$ cat src/rtl/instr_sequencer.sv
// Program sequencer for the Simple RISC Machine: fetches instructions from a
// synchronous-read memory and hands them to the cpu one at a time.
module instr_sequencer #(
    parameter int ADDR_W = 8,
    parameter int WDOG   = 16
) (
    input  logic              clk,
    input  logic              reset,
    input  logic              start,
    input  logic [ADDR_W:0]   prog_len,
    output logic [ADDR_W-1:0] mem_addr,
    output logic              mem_rd,
    input  logic [15:0]       mem_rdata,
    output logic [15:0]       cpu_in,
    output logic              cpu_load,
    output logic              cpu_s,
    input  logic              cpu_w,
    output logic              busy,
    output logic              done,
    output logic              err,
    output logic [ADDR_W:0]   pc
);

    localparam logic [2:0] S_IDLE  = 3'd0;
    localparam logic [2:0] S_FETCH = 3'd1;
    localparam logic [2:0] S_CAPT  = 3'd2;
    localparam logic [2:0] S_LOAD  = 3'd3;
    localparam logic [2:0] S_START = 3'd4;
    localparam logic [2:0] S_ACK   = 3'd5;
    localparam logic [2:0] S_EXEC  = 3'd6;
    localparam logic [2:0] S_DONE  = 3'd7;

    localparam int            WDW    = $clog2(WDOG + 1);
    localparam logic [WDW-1:0] WD_LIM = WDW'(WDOG - 1);

    logic [2:0]        r_state;
    logic [2:0]        w_next;
    logic [WDW-1:0]    r_wdog;
    logic [ADDR_W:0]   r_len;
    logic [ADDR_W:0]   r_pc;
    logic [ADDR_W-1:0] r_mem_addr;
    logic [15:0]       r_cpu_in;
    logic              r_mem_rd;
    logic              r_cpu_load;
    logic              r_cpu_s;
    logic              r_busy;
    logic              r_done;
    logic              r_err;
    logic              w_abort;
    logic              w_last;
    logic              w_wait_st;
    logic [ADDR_W:0]   w_pc_inc;

    assign w_pc_inc  = r_pc + (ADDR_W + 1)'(1);
    assign w_last    = (w_pc_inc == r_len);
    assign w_wait_st = (r_state == S_LOAD) || (r_state == S_ACK) || (r_state == S_EXEC);

    // The awaited cpu_w condition is tested before the limit, so a
    // transition landing on the limit cycle is not an abort.
    always_comb begin
        w_next  = r_state;
        w_abort = 1'b0;
        case (r_state)
            S_IDLE, S_DONE: if (start) w_next = (prog_len == '0) ? S_DONE : S_FETCH;
            S_FETCH:        w_next = S_CAPT;
            S_CAPT:         w_next = S_LOAD;
            S_LOAD:         if (cpu_w) w_next = S_START;
                            else if (r_wdog == WD_LIM) w_abort = 1'b1;
            S_START:        w_next = S_ACK;
            S_ACK:          if (!cpu_w) w_next = S_EXEC;
                            else if (r_wdog == WD_LIM) w_abort = 1'b1;
            S_EXEC:         if (cpu_w) w_next = w_last ? S_DONE : S_FETCH;
                            else if (r_wdog == WD_LIM) w_abort = 1'b1;
            default:        w_next = S_IDLE;
        endcase
        if (w_abort) w_next = S_DONE;
    end

    always_ff @(posedge clk) begin
        if (reset) begin
            r_state    <= S_IDLE;
            r_wdog     <= '0;
            r_len      <= '0;
            r_pc       <= '0;
            r_mem_addr <= '0;
            r_cpu_in   <= '0;
            r_mem_rd   <= 1'b0;
            r_cpu_load <= 1'b0;
            r_cpu_s    <= 1'b0;
            r_busy     <= 1'b0;
            r_done     <= 1'b0;
            r_err      <= 1'b0;
        end else begin
            r_state <= w_next;
            if (w_next != r_state)
                r_wdog <= '0;
            else if (w_wait_st)
                r_wdog <= r_wdog + WDW'(1);

            r_mem_rd   <= (w_next == S_FETCH);
            r_cpu_load <= (r_state == S_LOAD) && (w_next == S_START);
            r_cpu_s    <= (r_state == S_START);
            r_busy     <= (w_next != S_IDLE) && (w_next != S_DONE);
            r_done     <= (w_next == S_DONE);

            case (r_state)
                S_IDLE, S_DONE: if (start) begin
                    r_len      <= prog_len;
                    r_pc       <= '0;
                    r_mem_addr <= '0;
                    r_err      <= 1'b0;
                end
                S_CAPT: r_cpu_in <= mem_rdata;
                S_EXEC: if (cpu_w) begin
                    r_pc <= w_pc_inc;
                    // Address only advances when another fetch follows, so a
                    // full-size program never wraps back onto address 0.
                    if (!w_last) r_mem_addr <= r_mem_addr + ADDR_W'(1);
                end
                default: ;
            endcase
            if (w_abort) r_err <= 1'b1;
        end
    end

    assign mem_addr = r_mem_addr;
    assign mem_rd   = r_mem_rd;
    assign cpu_in   = r_cpu_in;
    assign cpu_load = r_cpu_load;
    assign cpu_s    = r_cpu_s;
    assign busy     = r_busy;
    assign done     = r_done;
    assign err      = r_err;
    assign pc       = r_pc;

endmodule
$ cat config.mk
export PLATFORM = sky130hd
export DESIGN_NAME = instr_sequencer
export DESIGN_NICKNAME = d
export VERILOG_FILES = /design/src/rtl/instr_sequencer.sv
export SDC_FILE = /design/constraint.sdc
export NUM_CORES = 1
export LEC_CHECK = 0
export CAP_MARGIN = 20
export CORE_MARGIN = 5
export CORE_UTILIZATION = 53
export CTS_CLUSTER_DIAMETER = 30
export DETAILED_ROUTE_END_ITERATION = 10
export GPL_TIMING_DRIVEN = 1
export PLACE_DENSITY = 0.92
export REMOVE_ABC_BUFFERS = 1
export SETUP_SLACK_MARGIN = 0.4
export SYNTH_ARGS = -nofsm -noshare
export SYNTH_HDL_FRONTEND = slang
export SYNTH_SLANG_ARGS = --single-unit
$ cat constraint.sdc
create_clock -name clk -period 4.5 [get_ports clk]
set_input_delay 0.45 -clock clk [delete_from_list [all_inputs] [get_ports clk]]
set_output_delay 0.45 -clock clk [all_outputs]
set_load 0.02 [all_outputs]
==> results.sh, run 1 <==
export IMPL_run_status="completed"
export IMPL_arrival_ns=2.90
export IMPL_cts_hold_buf=0
export IMPL_pwr_density_cell_mw_per_mm2=283
export IMPL_cts_tree="built"
export IMPL_ctsResizeCount=0
export IMPL_finalHoldViolCount=0
export IMPL_crit_required_ns=4.70
export IMPL_cp_slowest_cell="dfxtp_1"
export IMPL_synth_seq_cells=56
export IMPL_utilization=0.693
export IMPL_cts_htree_levels=2
export IMPL_placed_cells=454
export IMPL_critPathMaxStageDelay_ns=0.59
export IMPL_critical_path_class="reg -> reg"
export IMPL_dieArea_mm2=0.00678
export IMPL_period_needed_ns=2.70
export IMPL_skew_ns=0.00575
export IMPL_wl_met1_um=2750
export IMPL_hold_path_class="reg -> reg"
export IMPL_layout_nets=424
export IMPL_grtUsageTotal=0.206
export IMPL_synth_warnings=0
export IMPL_synth_edf_count=0
export IMPL_num_rows=26
export IMPL_antenna_found_initial=0
export IMPL_via_per_inst=5.58
export IMPL_ios=68
export IMPL_path_clk_slew_ns=0.09
export IMPL_synth_avg_cell_area_um2=8.38
export IMPL_drt_pass1_iterations=5
export IMPL_netlist_instances=331
export IMPL_fmax_ghz=0.371
export IMPL_dr_max_layer_used="met4"
export IMPL_cp_max_fo=9
export IMPL_place_congestion=0.833
export IMPL_yosysUniqueCellTypes=52
export IMPL_dr_wl_met3_um=299
export IMPL_setup_viol=0
export IMPL_vdd_ir_drop_max_v=0.000164
export IMPL_drc=0
export IMPL_start_util=0.543
export IMPL_antenna_cells=0
export IMPL_cts_made_buffers=5
export IMPL_routed_wl_um=6870
export IMPL_drt_first_iter_violations=216
export IMPL_post_cts_buffers=0
export IMPL_layout_drive_gt1_share=0.0561
export IMPL_cts_buffer_depth=2
export IMPL_wl_per_cell_um=14.9
export IMPL_grt_pass1_wl_um=10900
export IMPL_cts_root_buf="clkbuf_8"
export IMPL_worstSetupStartpointType="flop"
export IMPL_min_period_over_period=0.599
export IMPL_syn_area_mm2=0.00277
export IMPL_endpoint_kind="flop"
export IMPL_ys_seq_area_frac=0.404
export IMPL_holdWs_ns=0.458
export IMPL_worstMarginPinSlew_ns=0.986
export IMPL_grt_overflow=0
export IMPL_drv_slew=0
export IMPL_die_x_um=82.3
export IMPL_fillers=427
export IMPL_ys_async_sr_fraction=0
export IMPL_fin_cells=462
export IMPL_grt_max_degree=28
export IMPL_power_leakage_uw=0.00133
export IMPL_drv_cap=0
export IMPL_rsz0062_at_grt="no"
export IMPL_clock_sinks=56
export IMPL_relSlewSlack=0.340
export IMPL_die_y_um=82.3
export IMPL_route_met2_wl_um=3720
export IMPL_setup_tns_ns=0
export IMPL_io_buffers=67
export IMPL_coreArea_mm2=0.00511
export IMPL_area_delta_synth_final_pct=27.6
export IMPL_vias=2578
export IMPL_clkLatencyLatePin_ns=0.31
export IMPL_ys_dominant_reg_cell="dfxtp_1"
export IMPL_antenna_left=0
export IMPL_dpl_hpwl_um=5230
export IMPL_crit_chain="ha_1 -> and2_1 -> a21oi_1 -> nand4b_1 -> a211oi_2 -> a311o_1 -> and3_1 -> nor3_2"
export IMPL_grt_pass1_vias=2404
-- final timing paths --
check	from	endpoint	slack, ns	cells past startpoint
worst max-delay path	pc[0]	busy	1.80	8
worst min-delay path	cpu_in[10]	cpu_in[10]	0.46	2
worst max register to register	pc[0]	busy	1.80	8
worst min register to register	cpu_in[10]	cpu_in[10]	0.46	2
-- sequential cells by signal, indices dropped and copies added, names as in the netlist --
register	cells
done	1
cpu_in	16
r_state	3
err	1
pc	9
r_len	9
busy	1
cpu_load	1
cpu_s	1
mem_addr	8
mem_rd	1
r_wdog	5
-- power breakdown --
group / switching, uW / internal, uW / total (uW)
Clock: 156 / 126 / 282
Sequential: 18.6 / 516 / 535
Combinational: 99.2 / 87.4 / 187
Total: 273 / 729 / 1000
-- layer usage --
metal | up-vias | GRT usage
met4 | 0 | 0.0814
met2 | 55 | 0.367
met5 | - | 0
li1 | 1285 | -
met3 | 10 | 0.0347
met1 | 1228 | 0.244
-- logic make-up after synthesis --
group	synth area share
fa+ha+maj	0.0180
xor+xnor	0.0568
simple gates	0.262
compound gates	0.178
mux	0.0397
buf+inv	0.0419
flops	0.404
-- stage by stage --
stage | worst slack [ns] | power, uW | area, um^2
floorplan | 2.16 | 651 | 2680
global placement | 1.81 | 726 | 3450
detailed placement | 1.78 | 732 | 3450
CTS | 1.82 | 1010 | 3540
global route | 1.63 | 1050 | 3540
finish | 1.80 | 1000 | 3540
-- placed cells by master, fill, tap and decap left out, drive strengths merged, types with 3 or more instances in the layout --
| master | count |
|---|---|
| xnor2 | 11 |
| inv | 7 |
| nand4 | 5 |
| nor3 | 5 |
| and2 | 6 |
| mux2i | 11 |
| or3 | 5 |
| xor2 | 7 |
| o21ai | 13 |
| nor4 | 6 |
| and3 | 7 |
| or4 | 4 |
| nand2 | 47 |
| ha | 4 |
| nand3 | 12 |
| dfxtp | 56 |
| a31oi | 4 |
| clkdlybuf4s50 | 67 |
| clkbuf | 8 |
| nor2 | 35 |
| nor2b | 6 |
| a21o | 3 |
| a21oi | 35 |
-- worst max-delay path: cells and delay by family (launching register included) --
family,cells,cell delay [ns]
flip-flops,1,0.59
adder cells (fa/ha/maj),1,0.43
AO/OA/AOI/OAI,3,0.87
AND/OR/NAND/NOR,4,0.70
-- layout make-up --
class / count / area (um^2) / share of cell area
Clock buffer: 8 / 90.1 / 0.0255
Timing Repair Buffer: 68 / 678 / 0.192
Multi-Input combinational cell: 253 / 1540 / 0.434
Tap cell: 70 / 87.6 / 0.0247
Sequential cell: 56 / 1120 / 0.317
Inverter: 7 / 26.3 / 0.00742
-- synthesized netlist by cell type (7+ instances only) --
master / instances / share of area
a21oi_1: 35 / 0.063
clkbuf_1: 10 / 0.014
dfxtp_1: 56 / 0.40
inv_1: 7 / 0.0095
mux2i_1: 11 / 0.040
nand2_1: 47 / 0.064
nand3_1: 11 / 0.020
nor2_1: 34 / 0.046
o21ai_0: 11 / 0.020
xnor2_1: 11 / 0.035
xor2_1: 7 / 0.022
(Power assumes the default switching activity.)
==> inputs of run 2 (changes only) <==
--- a/config.mk
+++ b/config.mk
@@ -7,11 +7,11 @@
 export LEC_CHECK = 0
 export CAP_MARGIN = 20
 export CORE_MARGIN = 5
-export CORE_UTILIZATION = 53
+export CORE_UTILIZATION = 45
 export CTS_CLUSTER_DIAMETER = 30
 export DETAILED_ROUTE_END_ITERATION = 10
 export GPL_TIMING_DRIVEN = 1
-export PLACE_DENSITY = 0.92
+export PLACE_DENSITY = 0.84
 export REMOVE_ABC_BUFFERS = 1
 export SETUP_SLACK_MARGIN = 0.4
 export SYNTH_ARGS = -nofsm -noshare
==> constraint.sdc (replaced) <==
create_clock -name clk -period 2.42 [get_ports clk]
set_input_delay 0.242 -clock clk [delete_from_list [all_inputs] [get_ports clk]]
set_output_delay 0.242 -clock clk [all_outputs]
set_load 0.02 [all_outputs]
==> results.sh, run 2 (synthesis results as in run 1) <==
export IMPL_run_status="completed"
export IMPL_area_delta_synth_final_pct=43.2
export IMPL_die_x_um=88.5
export IMPL_rrSetupSlack_ns=0.27
export IMPL_routed_wl_um=7900
export IMPL_critPathMaxStageDelay_ns=0.45
export IMPL_reg2reg_depth=9
export IMPL_cp_slowest_cell="dfxtp_2"
export IMPL_grt_overflow=0
export IMPL_cts_made_buffers=5
export IMPL_grtUsageTotal=0.192
export IMPL_drv_cap=0
export IMPL_layout_drive_gt1_share=0.211
export IMPL_start_util=0.466
export IMPL_sw_frac_of_total=0.290
export IMPL_cp_buffers_inverters=3
export IMPL_crit_required_ns=2.63
export IMPL_holdWs_ns=0.218
export IMPL_fmax_ghz=0.464
export IMPL_relSlewSlack=0.629
export IMPL_cts_buffer_depth=2
export IMPL_clkLatencyLatePin_ns=0.31
export IMPL_holdPathEnd="r_len[0]"
export IMPL_endpoint_kind="flop"
export IMPL_crit_cells=9
export IMPL_placed_cells=479
export IMPL_coreArea_mm2=0.00596
export IMPL_cp_top_family="compound AO/OA/AOI/OAI gates"
export IMPL_pwr_density_cell_mw_per_mm2=479
export IMPL_cts_root_buf="clkbuf_8"
export IMPL_crit_chain="inv_1 -> o311a_1 -> a31oi_4 -> a211oi_2 -> buf_4 -> buf_6 -> o21ai_4 -> a31oi_1 -> a41o_1"
export IMPL_drv_slew=0
export IMPL_wl_per_cell_um=15.9
export IMPL_min_delay_start="prog_len[0]"
export IMPL_grt_pass1_wl_um=12000
export IMPL_vdd_ir_drop_max_v=0.000356
export IMPL_cts_tree="built"
export IMPL_power_leakage_uw=0.00154
export IMPL_period_needed_ns=2.15
export IMPL_cp_max_fo=7
export IMPL_power_frac_seq=0.523
export IMPL_holdPathStages=3
export IMPL_antenna_cells=0
export IMPL_intPower_uw=1350
export IMPL_clkPwrFrac=0.272
export IMPL_min_period_over_period=0.890
export IMPL_path_clk_slew_ns=0.10
export IMPL_critical_path_class="reg -> reg"
export IMPL_largest_register_ffs=16
export IMPL_ios=68
export IMPL_drc=0
export IMPL_rsz0062_at_grt="yes"
export IMPL_pwr_share_comb=0.205
export IMPL_setup_tns_ns=0
export IMPL_dpl_hpwl_um=5570
export IMPL_fin_cells=497
export IMPL_vias=2781
export IMPL_setup_viol=0
export IMPL_final_cell_mix="59 x clkdlybuf4s50_1, 46 x nand2_1, 45 x dfxtp_1"
export IMPL_hold_path_class="in -> reg"
export IMPL_worstMarginPinSlew_ns=0.555
export IMPL_place_congestion=0.868
export IMPL_r2r_end="mem_addr[6]"
export IMPL_skew_ns=0.00447
export IMPL_arrival_ns=2.36
export IMPL_timing_rr_start="pc[2]"
export IMPL_power_switching_uw=552
export IMPL_via_per_inst=5.60
export IMPL_finalHoldViolCount=0
export IMPL_drt_first_iter_violations=204
export IMPL_antenna_found_initial=0
export IMPL_die_y_um=88.5
export IMPL_cts_htree_levels=2
export IMPL_io_buffers=67
export IMPL_dieArea_mm2=0.00783
export IMPL_grt_max_degree=19
export IMPL_num_rows=28
export IMPL_worstSetupStartpointType="flop"
export IMPL_layout_nets=454
export IMPL_layout_commonest_cell="clkdlybuf4s50_1"
export IMPL_clock_sinks=56
export IMPL_antenna_left=0
export IMPL_grt_pass1_vias=2685
export IMPL_drt_pass1_iterations=5
==> run 2: cell types whose count changed in the layout (fill, tap and decap cells not counted), moves of 5 or more <==
| cell | before | now |
|---|---|---|
| a21oi_1 | 35 | 30 |
| a21oi_2 | 0 | 5 |
| buf_4 | 1 | 26 |
| buf_6 | 0 | 5 |
| clkdlybuf4s50_1 | 67 | 59 |
| dfxtp_1 | 56 | 45 |
| dfxtp_2 | 0 | 9 |
| dlygate4sd2_1 | 0 | 6 |
==> run 2: what timing repair did <==
item / 4_1_cts / 5_1_grt
setup buffers: 6 / 4
hold buffers: 0 / 0
pin swaps: 22 / 15
setup endpoints to repair: 18 / 26
gates resized for setup: 37 / 23
==> run 2: power by group through the flow <==
stage	clock, uW	combinational (uW)	sequential, uW
after CTS	526	373	992
after global routing	557	422	1000
after floorplan	0	175	1030
after detailed placement	0	359	1020
final	518	389	994
after global placement	0	351	1010
==> run 2: cell type report <==
class                           count  area [um^2]
Timing Repair Buffer               98          920
Inverter                            7         26.3
Clock buffer                        6         72.6
Multi-Input combinational cell    253         1700
Sequential cell                    56         1140
Tap cell                           75         93.8
Clock inverter                      2         16.3
Fill cell                         479         1980
==> run 2: worst register-to-register path: stages (launching register included) <==
cell	delay, ns
dfxtp_2	0.45
inv_1	0.12
o311a_1	0.39
a31oi_4	0.18
a211oi_2	0.09
buf_4	0.16
buf_6	0.12
o21ai_4	0.22
a31oi_1	0.12
a41o_1	0.21
==> run 2: worst max-delay path by stage <==
stage / start / end / slack, ns
5_1_grt: pc[2] / mem_addr[4] / 0.18
3_5_place_dp: prog_len[4] / r_wdog[4] / -0.08
4_1_cts: pc[1] / mem_addr[6] / 0.32
3_3_place_gp: prog_len[4] / r_wdog[4] / -0.04
6_report: pc[2] / mem_addr[6] / 0.27
2_1_floorplan: pc[0] / mem_addr[7] / 0.08
==> run 2: per-stage QoR <==
stage	util	cell area, um^2	power [uW]	setup WS (ns)
6_report	0.667	3970	1900	0.265
5_1_grt	0.667	3970	1980	0.176
4_1_cts	0.647	3850	1890	0.322
3_5_place_dp	0.605	3610	1370	-0.0836
3_3_place_gp	0.605	3610	1360	-0.0405
2_1_floorplan	-	2680	1210	0.0841
==> run 2: layer usage <==
layer / global-route usage / vias up / part of all wire / wire length, um
met5: 0 / - / 0 / 0
met4: 0.0824 / 0 / 0.031 / 248
met3: 0.0233 / 19 / 0.036 / 281
met2: 0.343 / 70 / 0.52 / 4100
met1: 0.231 / 1339 / 0.41 / 3270
li1: - / 1353 / - / -
==> inputs of run 3 (changes only) <==
--- a/config.mk
+++ b/config.mk
@@ -6,7 +6,7 @@
 export NUM_CORES = 1
 export LEC_CHECK = 0
 export CAP_MARGIN = 20
-export CORE_MARGIN = 5
+export CORE_MARGIN = 8
 export CORE_UTILIZATION = 45
 export CTS_CLUSTER_DIAMETER = 30
 export DETAILED_ROUTE_END_ITERATION = 10
==> constraint.sdc (replaced) <==
create_clock -name clk -period 1.8 [get_ports clk]
set_input_delay 0.18 -clock clk [delete_from_list [all_inputs] [get_ports clk]]
set_output_delay 0.18 -clock clk [all_outputs]
set_load 0.02 [all_outputs]
==> results.sh, run 3 (synthesis results as in run 1) <==
export IMPL_power_switching_uw=863
export IMPL_cp_max_fo=4
export IMPL_run_status="finished with violations"
export IMPL_holdWs_ns=0.263
export IMPL_wl_per_cell_um=20.3
export IMPL_holdPathEnd="r_len[5]"
export IMPL_setup_ws_ns=-0.394
export IMPL_min_period_over_period=1.22
export IMPL_place_congestion=0.915
export IMPL_num_rows=28
export IMPL_rrSetupSlack_ns=-0.39
export IMPL_utilization=0.781
export IMPL_skew_ns=0.0117
export IMPL_period_needed_ns=2.19
export IMPL_ios=68
export IMPL_grt_overflow=0
export IMPL_layout_commonest_cell="buf_4"
export IMPL_antenna_found_initial=0
export IMPL_rsz0062_at_grt="yes"
export IMPL_power_frac_seq=0.475
export IMPL_pwr_density_cell_mw_per_mm2=600
export IMPL_area_delta_synth_final_pct=67.7
export IMPL_dpl_hpwl_um=6160
export IMPL_antenna_cells=0
export IMPL_drc=0
export IMPL_drt_pass1_iterations=5
export IMPL_cts_tree="built"
export IMPL_final_cell_mix="61 x buf_4, 45 x dfxtp_1, 41 x nand2_1"
export IMPL_grt_pass1_wl_um=15500
export IMPL_grt_max_degree=18
export IMPL_relSlewSlack=0.737
export IMPL_worstSetupStartpointType="flop"
export IMPL_start_util=0.466
export IMPL_dieArea_mm2=0.00893
export IMPL_setup_viol=18
export IMPL_largest_register_ffs=16
export IMPL_violations="negative setup slack"
export IMPL_drt_first_iter_violations=281
export IMPL_clkLatencyLatePin_ns=0.32
export IMPL_layout_drive_gt1_share=0.381
export IMPL_endpoint_kind="flop"
export IMPL_via_per_inst=5.95
export IMPL_min_delay_start="prog_len[5]"
export IMPL_critical_path_class="reg -> reg"
export IMPL_io_buffers=67
export IMPL_reg2reg_depth=7
export IMPL_drv_slew=0
export IMPL_timing_rr_start="pc[4]"
export IMPL_cts_buffer_depth=2
export IMPL_worstMarginPinSlew_ns=0.394
export IMPL_sw_frac_of_total=0.309
export IMPL_vdd_ir_drop_max_v=0.000485
export IMPL_fillers=360
export IMPL_crit_required_ns=2.06
export IMPL_intPower_uw=1930
export IMPL_cts_hold_buf=0
export IMPL_layout_nets=507
export IMPL_clock_sinks=56
export IMPL_routed_wl_um=11200
export IMPL_die_y_um=94.5
export IMPL_setup_tns_ns=-5.03
export IMPL_r2r_end="mem_addr[7]"
export IMPL_antenna_left=0
export IMPL_cts_made_buffers=5
export IMPL_fmax_ghz=0.456
export IMPL_drv_cap=0
export IMPL_finalHoldViolCount=0
export IMPL_hold_path_class="in -> reg"
export IMPL_vias=3270
export IMPL_path_clk_slew_ns=0.11
export IMPL_clkPwrFrac=0.257
export IMPL_die_x_um=94.5
export IMPL_cts_htree_levels=2
export IMPL_grt_pass1_vias=3125
export IMPL_pwr_share_comb=0.268
export IMPL_cts_root_buf="clkbuf_8"
export IMPL_arrival_ns=2.46
export IMPL_multi_input_area_mm2=0.00197
export IMPL_coreArea_mm2=0.00596
export IMPL_holdPathStages=3
export IMPL_grtUsageTotal=0.218
export IMPL_power_leakage_uw=0.00198
export IMPL_seqCellArea_mm2=0.00114
-- run 3: cell count changes in the layout (fill, tap and decap cells not counted), sizes merged --
cell	previous run	this run
clkdlybuf4s50	59	21
dlymetal6s2s	2	0
dlygate4sd2	6	38
clkdlybuf4s15	0	4
clkbuf	6	8
buf	31	86
-- run 3: what timing repair did --
action / CTS / global route
endpoints found under the setup margin: 94 / 63
setup buffers: 19 / 7
pin swaps: 41 / 24
gates resized for setup: 130 / 67
gates cloned: 2 / 0
-- run 3: power groups by stage --
stage | sequential (uW) | clock [uW] | combinational, uW
after floorplan | 1390 | 0 | 236
after global placement | 1360 | 0 | 534
after detailed placement | 1360 | 0 | 549
after CTS | 1320 | 717 | 653
after global routing | 1330 | 773 | 790
final | 1330 | 717 | 749
-- run 3: critical path: stages, from the launching register on --
cell	delay [ns]
dfxtp_2	0.42
nand4_2	0.17
or3_4	0.41
a31oi_4	0.20
a211o_1	0.20
a21boi_2	0.09
or4_1	0.50
a21oi_1	0.13
-- run 3: worst max-delay path by stage --
stage                        endpoint  cells after the start  slack (ns)        start
after global routing      mem_addr[7]                      7       -0.49        pc[4]
after global placement      r_wdog[4]                      8       -0.62  prog_len[4]
after floorplan           mem_addr[7]                      8       -0.54        pc[0]
after detailed placement    r_wdog[4]                      8       -0.65  prog_len[4]
after CTS                 mem_addr[7]                      8       -0.32        pc[1]
final                     mem_addr[7]                      7       -0.39        pc[4]
-- run 3: final cells by class --
| cell class | count | share of cell area |
|---|---|---|
| clock inverters | 2 | 0.00350 |
| clock buffers | 6 | 0.0156 |
| well taps | 75 | 0.0202 |
| multi-input cells | 253 | 0.424 |
| flip-flops and latches | 56 | 0.246 |
| repair buffers | 151 | 0.285 |
| inverters | 7 | 0.00618 |
-- run 3: per-layer routing --
metal,global-route usage,wire length (um),part of all wire,up-vias
met5,0,0,0,-
met4,0.101,537,0.048,0
met3,0.0516,763,0.068,52
met2,0.392,5840,0.52,167
met1,0.236,4050,0.36,1579
li1,-,-,-,1472
-- run 3: stage by stage --
stage	cells	power [uW]	instance area [um^2]	worst slack, ns
floorplan	316	1630	2680	-0.536
global placement	514	1890	3870	-0.617
finish	550	2790	4650	-0.394
global route	550	2890	4650	-0.488
CTS	543	2690	4370	-0.318
detailed placement	514	1910	3870	-0.655
